### config.mk
export PLATFORM = sky130hd
export DESIGN_NAME = duck_motion_ctl_flat
export DESIGN_NICKNAME = d
export VERILOG_FILES = /design/src/rtl/duck_motion_if.sv /design/src/rtl/duck_motion_ctl.sv /design/src/flat_wrapper.sv
export SDC_FILE = /design/constraint.sdc
export NUM_CORES = 1
export LEC_CHECK = 0
export CAP_MARGIN = 15
export CORE_UTILIZATION = 50
export DETAILED_ROUTE_END_ITERATION = 6
export PLACE_DENSITY_LB_ADDON = 0.25
export SLEW_MARGIN = 20
export SYNTH_ARGS = -nofsm -noshare
export SYNTH_HDL_FRONTEND = slang
export SYNTH_SLANG_ARGS = --single-unit
### constraint.sdc
create_clock -name clk -period 3.65 [get_ports clk]
set_clock_uncertainty 0.2 [all_clocks]
set_input_delay 0.73 -clock clk [delete_from_list [all_inputs] [get_ports clk]]
set_output_delay 0.73 -clock clk [all_outputs]
set_load 0.01 [all_outputs]
### src/rtl/duck_motion_if.sv
// Game-logic <-> duck motion controller bundle: control pulses in, sprite
// coordinates and life-cycle status out.
interface duck_motion_if;
  logic        game_enable;
  logic        vsync;
  logic        spawn;
  logic        hit;
  logic [11:0] xpos;
  logic [11:0] ypos;
  logic        dir_left;
  logic [2:0]  duck_state;
  logic        fallen;
  logic        escaped;

  modport master (output game_enable, vsync, spawn, hit,
                  input  xpos, ypos, dir_left, duck_state, fallen, escaped);
  modport slave  (input  game_enable, vsync, spawn, hit,
                  output xpos, ypos, dir_left, duck_state, fallen, escaped);
endinterface

### src/rtl/duck_motion_ctl.sv
// Per-frame duck sprite motion: spawn, bounce flight, hit freeze, fall.
// Define DUCK_ESCAPE_EN to add the timed escape through the top edge.
module duck_motion_ctl #(
  parameter int H_RES         = 1024,
  parameter int SPRITE_W      = 128,
  parameter int SPRITE_H      = 96,
  parameter int Y_MIN         = 0,
  parameter int Y_MAX         = 576,
  parameter int SPEED_X       = 4,
  parameter int SPEED_Y       = 3,
  parameter int FALL_SPEED    = 6,
  parameter int HIT_FRAMES    = 30,
  parameter int ESCAPE_FRAMES = 600
) (
  input  logic          clk,
  input  logic          rst,
  duck_motion_if.slave  bus
);
  localparam logic [2:0] S_IDLE = 3'd0;
  localparam logic [2:0] S_FLY  = 3'd1;
  localparam logic [2:0] S_HIT  = 3'd2;
  localparam logic [2:0] S_FALL = 3'd3;
`ifdef DUCK_ESCAPE_EN
  localparam logic [2:0] S_ESC  = 3'd4;
`endif

  localparam logic [12:0] XMAX = 13'(H_RES - SPRITE_W);
  localparam logic [12:0] YMIN = 13'(Y_MIN);
  localparam logic [12:0] YMAX = 13'(Y_MAX);
  localparam logic [12:0] SX   = 13'(SPEED_X);
  localparam logic [12:0] SY   = 13'(SPEED_Y);
  localparam logic [12:0] FS   = 13'(FALL_SPEED);

  // Sprite must fit the 12-bit coordinate space and frame counts the counter.
  if (H_RES < SPRITE_W || Y_MAX + SPRITE_H > 4096 || HIT_FRAMES < 1 ||
      HIT_FRAMES > 65535 || ESCAPE_FRAMES < 1 || ESCAPE_FRAMES > 65535) begin : g_bad_cfg
    $error("duck_motion_ctl: parameter set out of range");
  end

  logic        vsync_d, tick;
  logic [11:0] lfsr;
  logic [2:0]  state;
  logic [11:0] xpos, ypos;
  logic        dir_left, up, fallen;
  logic [15:0] cnt;

  assign tick = bus.vsync & ~vsync_d;

  // One flight step, evaluated on 13 bits so edge tests never wrap.
  logic [12:0] x13, y13;
  logic [11:0] x_step, y_step;
  logic        dir_nx, up_nx;
  assign x13 = {1'b0, xpos};
  assign y13 = {1'b0, ypos};

  always_comb begin
    x_step = xpos;
    y_step = ypos;
    dir_nx = dir_left;
    up_nx  = up;
    if (!dir_left) begin
      if (x13 + SX > XMAX) begin x_step = XMAX[11:0]; dir_nx = 1'b1; end
      else                       x_step = xpos + SX[11:0];
    end else begin
      if (x13 < SX) begin x_step = 12'd0; dir_nx = 1'b0; end
      else                x_step = xpos - SX[11:0];
    end
    if (up) begin
      if (y13 < YMIN + SY) begin y_step = YMIN[11:0]; up_nx = 1'b0; end
      else                       y_step = ypos - SY[11:0];
    end else begin
      if (y13 + SY > YMAX) begin y_step = YMAX[11:0]; up_nx = 1'b1; end
      else                       y_step = ypos + SY[11:0];
    end
  end

`ifdef DUCK_ESCAPE_EN
  logic escaped;
`endif

  always_ff @(posedge clk) begin
    if (rst) begin
      vsync_d  <= 1'b0;
      lfsr     <= 12'hACE;
      state    <= S_IDLE;
      xpos     <= 12'd0;
      ypos     <= YMAX[11:0];
      dir_left <= 1'b0;
      up       <= 1'b0;
      cnt      <= 16'd0;
      fallen   <= 1'b0;
`ifdef DUCK_ESCAPE_EN
      escaped  <= 1'b0;
`endif
    end else begin
      vsync_d <= bus.vsync;
      lfsr    <= {lfsr[10:0], lfsr[11] ^ lfsr[5] ^ lfsr[3] ^ lfsr[0]};
      fallen  <= 1'b0;
`ifdef DUCK_ESCAPE_EN
      escaped <= 1'b0;
`endif
      if (!bus.game_enable) begin
        state <= S_IDLE;
      end else begin
        case (state)
          S_IDLE: if (bus.spawn) begin
            state    <= S_FLY;
            xpos     <= 12'd64 + {3'b000, lfsr[8:0]};
            ypos     <= YMAX[11:0];
            dir_left <= lfsr[11];
            up       <= 1'b1;
            cnt      <= 16'd0;
          end
          // A hit landing on a tick cycle freezes the pre-tick position.
          S_FLY: if (bus.hit) begin
            state <= S_HIT;
            cnt   <= 16'd0;
          end else if (tick) begin
            xpos     <= x_step;
            ypos     <= y_step;
            dir_left <= dir_nx;
            up       <= up_nx;
`ifdef DUCK_ESCAPE_EN
            if (cnt == 16'(ESCAPE_FRAMES - 1)) begin
              state <= S_ESC;
              cnt   <= 16'd0;
            end else begin
              cnt <= cnt + 16'd1;
            end
`endif
          end
          S_HIT: if (tick) begin
            if (cnt == 16'(HIT_FRAMES - 1)) begin
              state <= S_FALL;
              cnt   <= 16'd0;
            end else begin
              cnt <= cnt + 16'd1;
            end
          end
          S_FALL: if (tick) begin
            if (y13 + FS >= YMAX) begin
              ypos   <= YMAX[11:0];
              fallen <= 1'b1;
              state  <= S_IDLE;
            end else begin
              ypos <= ypos + FS[11:0];
            end
          end
`ifdef DUCK_ESCAPE_EN
          S_ESC: if (tick) begin
            if (y13 < SY) begin
              ypos    <= 12'd0;
              escaped <= 1'b1;
              state   <= S_IDLE;
            end else begin
              ypos <= ypos - SY[11:0];
            end
          end
`endif
          default: state <= S_IDLE;
        endcase
      end
    end
  end

  assign bus.xpos       = xpos;
  assign bus.ypos       = ypos;
  assign bus.dir_left   = dir_left;
  assign bus.duck_state = state;
  assign bus.fallen     = fallen;
`ifdef DUCK_ESCAPE_EN
  assign bus.escaped    = escaped;
`else
  assign bus.escaped    = 1'b0;
`endif
endmodule

### src/flat_wrapper.sv
// flat-port wrapper written by rule: the top's interface ports become plain ports
module duck_motion_ctl_flat 
#(
  parameter int H_RES         = 1024,
  parameter int SPRITE_W      = 128,
  parameter int SPRITE_H      = 96,
  parameter int Y_MIN         = 0,
  parameter int Y_MAX         = 576,
  parameter int SPEED_X       = 4,
  parameter int SPEED_Y       = 3,
  parameter int FALL_SPEED    = 6,
  parameter int HIT_FRAMES    = 30,
  parameter int ESCAPE_FRAMES = 600
)
  (clk, rst, bus_game_enable, bus_vsync, bus_spawn, bus_hit, bus_xpos, bus_ypos, bus_dir_left, bus_duck_state, bus_fallen, bus_escaped);
  duck_motion_if bus_i ();
  input  logic clk;
  input  logic rst;
  input wire logic [$bits(bus_i.game_enable)-1:0] bus_game_enable;
  input wire logic [$bits(bus_i.vsync)-1:0] bus_vsync;
  input wire logic [$bits(bus_i.spawn)-1:0] bus_spawn;
  input wire logic [$bits(bus_i.hit)-1:0] bus_hit;
  output wire logic [$bits(bus_i.xpos)-1:0] bus_xpos;
  output wire logic [$bits(bus_i.ypos)-1:0] bus_ypos;
  output wire logic [$bits(bus_i.dir_left)-1:0] bus_dir_left;
  output wire logic [$bits(bus_i.duck_state)-1:0] bus_duck_state;
  output wire logic [$bits(bus_i.fallen)-1:0] bus_fallen;
  output wire logic [$bits(bus_i.escaped)-1:0] bus_escaped;
  assign bus_i.game_enable = bus_game_enable;
  assign bus_i.vsync = bus_vsync;
  assign bus_i.spawn = bus_spawn;
  assign bus_i.hit = bus_hit;
  assign bus_xpos = bus_i.xpos;
  assign bus_ypos = bus_i.ypos;
  assign bus_dir_left = bus_i.dir_left;
  assign bus_duck_state = bus_i.duck_state;
  assign bus_fallen = bus_i.fallen;
  assign bus_escaped = bus_i.escaped;
  duck_motion_ctl #(.H_RES(H_RES), .SPRITE_W(SPRITE_W), .SPRITE_H(SPRITE_H), .Y_MIN(Y_MIN), .Y_MAX(Y_MAX), .SPEED_X(SPEED_X), .SPEED_Y(SPEED_Y), .FALL_SPEED(FALL_SPEED), .HIT_FRAMES(HIT_FRAMES), .ESCAPE_FRAMES(ESCAPE_FRAMES)) u_core (.clk(clk), .rst(rst), .bus(bus_i));
endmodule
* Word level (Yosys, flattened, before mapping) *
Index checks and enable logic that the tools add are counted.

cells by class
  $add $sub $neg = 10
  order comparisons = 5
  equality and inequality tests = 12
  muxes and demuxes = 43
  bitwise logic cells = 8
  reductions and logical operators = 10

operators by type and width
  operator                                                                                number
  12-bit two-way mux                                                                      14
  16-bit two-way mux                                                                      4
  16-bit case mux with 3 select lines                                                     1
  12-bit case mux with 3 select lines                                                     1
  12-bit by 3-bit adder with 13-bit output (second input constant)                        2
  13-bit by 10-bit greater-than comparator with 1-bit output (second input constant)      2
  12-bit by 3-bit adder with 12-bit output (second input constant)                        2
  12-bit case mux with 2 select lines                                                     1
  3-bit two-way mux                                                                       6
  16-bit by 1-bit adder with 16-bit output (second input constant)                        1
  16-bit by 5-bit equality test with 1-bit output (second input constant)                 1
  12-bit by 2-bit adder with 13-bit output (second input constant)                        1
  13-bit by 10-bit greater-or-equal comparator with 1-bit output (second input constant)  1
  1-bit two-way mux                                                                       13
  12-bit by 2-bit adder with 12-bit output (second input constant)                        1
  12-bit by 2-bit < comparator with 1-bit output (second input constant)                  1
  12-bit by 3-bit < comparator with 1-bit output (second input constant)                  1
  3-bit case mux with 4 select lines                                                      1
  6-bit AND reduction                                                                     2
  12-bit by 2-bit subtractor with 12-bit output (second input constant)                   1
  12-bit by 3-bit subtractor with 12-bit output (second input constant)                   1
  7-bit by 9-bit adder with 10-bit output (first input constant)                          1
  2-bit by 1-bit inequality test with 1-bit output (second input constant)                5
  5-bit AND reduction                                                                     2
  12 further kinds                                                                        22

storage, ports and cells
  register bits after elaboration = 59
  input port bits = 6
  output and inout port bits = 30
  logic and storage cells = 97

* Logic depth before layout (Yosys ltp) *
  depth in word-level cells = 7
  depth in mapped cells = 10
  depth with buffers taken out = 9

* Worst setup path before layout *
OpenSTA, ideal clock, no wires.

  kind = reg2reg
  start point = reg u_core.ypos[1], in the netlist u_core.bus.ypos[1]
  end point = reg u_core.ypos[6], in the netlist u_core.bus.ypos[6]
  library setup time = 0.122 ns
  arrival = 2.538 ns
  required time = 3.328 ns
  path slack = 0.790 ns
  cell stages (with the launch flop) = 10
  path buffers = 1
  clock period less this slack = 2.860 ns
  cell sequence = dfxtp_1 > inv_1 > ha_1 > and4b_1 > buf_6 > a2111o_1 > a31oi_1 > or3b_4 > o21a_1 > a311o_1

on the way
  cells in the longest elaborated chain, start to end = 7

RTL lines
  element                                                     RTL line                RTL
  start, declared                                             duck_motion_ctl.sv:43   logic [11:0] xpos, ypos;
  start signal, assigned                                      duck_motion_ctl.sv:87   ypos <= YMAX[11:0];
  start signal, assigned                                      duck_motion_ctl.sv:109  ypos <= YMAX[11:0];
  start signal, assigned                                      duck_motion_ctl.sv:120  ypos <= y_step;
  12-bit by 2-bit adder with 13-bit output                    duck_motion_ctl.sv:72   if (y13 + SY > YMAX) begin y_step = YMAX[11:0]; up_nx = 1'b1; end
  13-bit by 10-bit greater-than comparator with 1-bit output  duck_motion_ctl.sv:72
  12-bit two-way mux                                          duck_motion_ctl.sv:72
  12-bit two-way mux                                          duck_motion_ctl.sv:68   if (up) begin
  12-bit two-way mux                                          duck_motion_ctl.sv:118  end else if (tick) begin
  12-bit two-way mux                                          duck_motion_ctl.sv:115  S_FLY: if (bus.hit) begin
  12-bit case mux with 3 select lines (*)                     duck_motion_ctl.sv:105  case (state)

Every way passes the cells marked *; elsewhere a longest branch is shown, timed or not. The select of a mux whose other input is x is not followed.
A chain may end at the register's enable or synchronous reset.

* Worst setup path after layout *
  start point = reg u_core.ypos[1], in the netlist u_core.bus.ypos[1]
  end point = reg u_core.ypos[5], in the netlist u_core.bus.ypos[5]

Same word-level chain as after synthesis.

==> results.txt <==
status -> complete, no violations
Pleak -> 0.001709 uW
area of the die -> 8825 um2
Num CTS Buffers -> 9
CTS max path bufs -> 2
post-route ant nets -> 0
mux contribution to synthesized area -> 0.01451
final slew viol count -> 0
critical path required time -> 3.70 ns
Hold Buf Count CTS -> 0
# DRC -> 0
root buf cell -> clkbuf_8
Final min period -> 3.190 ns
Compound-Gate Fraction of Synth Area -> 0.2232
worst hold slack -> 0.2239 ns
buffer count from post-CTS setup fixing -> 0
H-tree depth -> 3
post-synthesis xor/xnor area fraction -> 0.06838
Synth Instances -> 537
count of different cell masters after synthesis -> 86
Crit Path Max Fanout -> 9
first-pass GRT wire length -> 17.77 mm
largest net degree at the start of global routing -> 26
Power Dens Cells -> 363.7 nW/um2
Avg WL per Cell -> 16.42 um
final setup TNS -> 0 ns
Seq cells post-synth -> 58
min-delay worst type -> reg -> reg
post-cts sizing count -> 0
Final Cycle Share -> 0.8739
Synth Area in Adders -> 0.05033
vias per inst -> 6.097
ANT cells -> 0
Crit Path Class -> reg -> reg
Max Fclk -> 313.5 MHz
top post-synthesis cells by count -> nor2_1 (69), dfxtp_1 (58), nand2_1 (48)
syn_area_per_cell -> 7.871 um2
share of post-route cells with drive strength above 1 -> 0.09786
final setup fails -> 0
initial core utilization -> 0.5144
Core ar. -> 8217 um2
initial antenna violation count -> 0
Post-synth top flop -> dfxtp_1
vias in the first global route -> 3,626
RSZ-0062 raised after global routing -> no
main combinational cell family by area after synthesis -> simple AND/OR/NAND/NOR gates
DP HPWL -> 7.894 mm
Post-synth ARST share -> 0
MaxCap Viol Count -> 0
Arr. time, crit path -> 3.24 ns
main area contributors after synthesis -> dfxtp_1 (27%), nor2_1 (6.1%), ha_1 (5.0%)
Final WS setup -> 0.4602 ns
Slew headroom -> 0.5637
TritonRoute pass-1 iters -> 6
number of synthesized flops with an enable pin -> 0
Simple-Gate Fraction of Synth Area -> 0.2984
Final Core Density -> 0.5800
clk slew on worst S/H paths -> 0.07 ns
Rows -> 33
die width -> 93.94 um
Area growth syn-to-layout -> 12.76%
worst skew pair latency -> 0.35 ns
Yosys top cell by area -> dfxtp_1
WL final -> 10.95 mm
post-synth top area share -> 0.2747
I/O pin total -> 36
pre-CTS setup slack -> 0.5096 ns
Via Count -> 4,067
endpoints failing hold -> 0
most numerous cell in the Yosys netlist -> nor2_1
Total GRT Usage -> 0.2577
Die Height -> 93.94 um
Seq/Total Area, Yosys -> 0.2747
CTS tree -> built
Worst VDD drop -> 0.2836 mV
buffers added on ports -> 33
Worst Max-Slew Pin Slew -> 0.6525 ns
global placer's final weighted congestion -> 0.9763
Mapped Area -> 4227 um2
nets@finish -> 580
grt ovf -> 0
1st-iter DRT viols -> 346
Worst setup EP type -> flop
clk sinks -> 58
synth warn -> 0
Startpoint Class -> flop
-- power by group --
group | internal (uW) | leakage (uW) | total [uW] | switching (uW)
clock network | 387 | 0.000107 | 664 | 278
logic | 149 | 0.00113 | 342 | 193
registers | 665 | 0.000473 | 727 | 62.0
total | 1200 | 0.00171 | 1730 | 532
-- layout by cell type (no fill, tap or decap), types with 6 or more instances in the layout --
| cell | n |
|---|---|
| nor2_1 | 69 |
| or3_1 | 9 |
| o211ai_1 | 6 |
| or2_2 | 8 |
| and2_1 | 7 |
| o21ai_0 | 14 |
| nand2b_1 | 7 |
| a21oi_1 | 31 |
| dfxtp_1 | 58 |
| clkdlybuf4s50_1 | 33 |
| nand4_1 | 13 |
| inv_1 | 21 |
| nor2b_1 | 8 |
| buf_4 | 9 |
| xnor2_1 | 18 |
| nand2_1 | 48 |
| ha_1 | 17 |
| o21ai_1 | 12 |
| nand3_1 | 12 |
| xor2_1 | 15 |
| nor3_1 | 18 |
| clkbuf_8 | 9 |
-- critical path: stages (launching register included) --
cell      delay (ns)
dfxtp_1         0.54
inv_1           0.20
ha_1            0.31
nand4b_1        0.23
nor3_1          0.23
mux2_1          0.37
or3b_4          0.44
nor3_4          0.24
a22oi_2         0.09
a221oi_2        0.24
-- registers in the layout (all words and copies together) (netlist names) --
name and flops:
u_core.vsync_d 1, u_core.up 1, u_core.bus.duck_state 2, u_core.cnt 16
u_core.bus.fallen 1, u_core.bus.ypos 12, u_core.lfsr 12, u_core.bus.xpos 12
u_core.bus.dir_left 1
-- cell families (layout without fill, tap and decap cells) --
family,after synthesis,in the layout
adders and majority gates,17,17
buffers and inverters,56,80
DFF,58,58
xor gates and xnor gates,33,33
muxes,6,6
and+or+nand+nor,236,236
AOI/OAI and AO/OA,130,130
other,1,2
-- path summary, 6_finish.rpt --
kind	start	to	slack (ns)	depth (start not counted)
setup / recovery	u_core.bus.ypos[1]	u_core.bus.ypos[5]	0.46	9
hold / removal	u_core.lfsr[10]	u_core.lfsr[11]	0.22	1
setup reg to reg	u_core.bus.ypos[1]	u_core.bus.ypos[5]	0.46	9
hold reg to reg	u_core.lfsr[10]	u_core.lfsr[11]	0.22	1
-- layout make-up --
type,instances,area [um2]
well taps,105,131.4
repair buffers,42,397.9
inverters,22,82.58
clock inverters,6,90.09
fillers,761,3451
multi-input cells,424,2775
flip-flops and latches,58,1161
clock buffers,10,127.6
-- stage by stage --
step	area, um2	power (uW)	cells
global placement	4548	1068	651
finish	4766	1733	667
CTS	4766	1742	667
global route	4766	1815	667
detailed placement	4548	1076	651
floorplan	4230	979.7	538
-- metal layers --
layer  up-vias  part of all wire  global-route usage
met5         -                 0                   0
met4         0             0.019             0.09615
met3        21             0.063             0.04126
met2       162              0.47              0.4112
met1      1908              0.45              0.3483
li1       1976                 -                   -
Power figures use the tool's default switching activity.
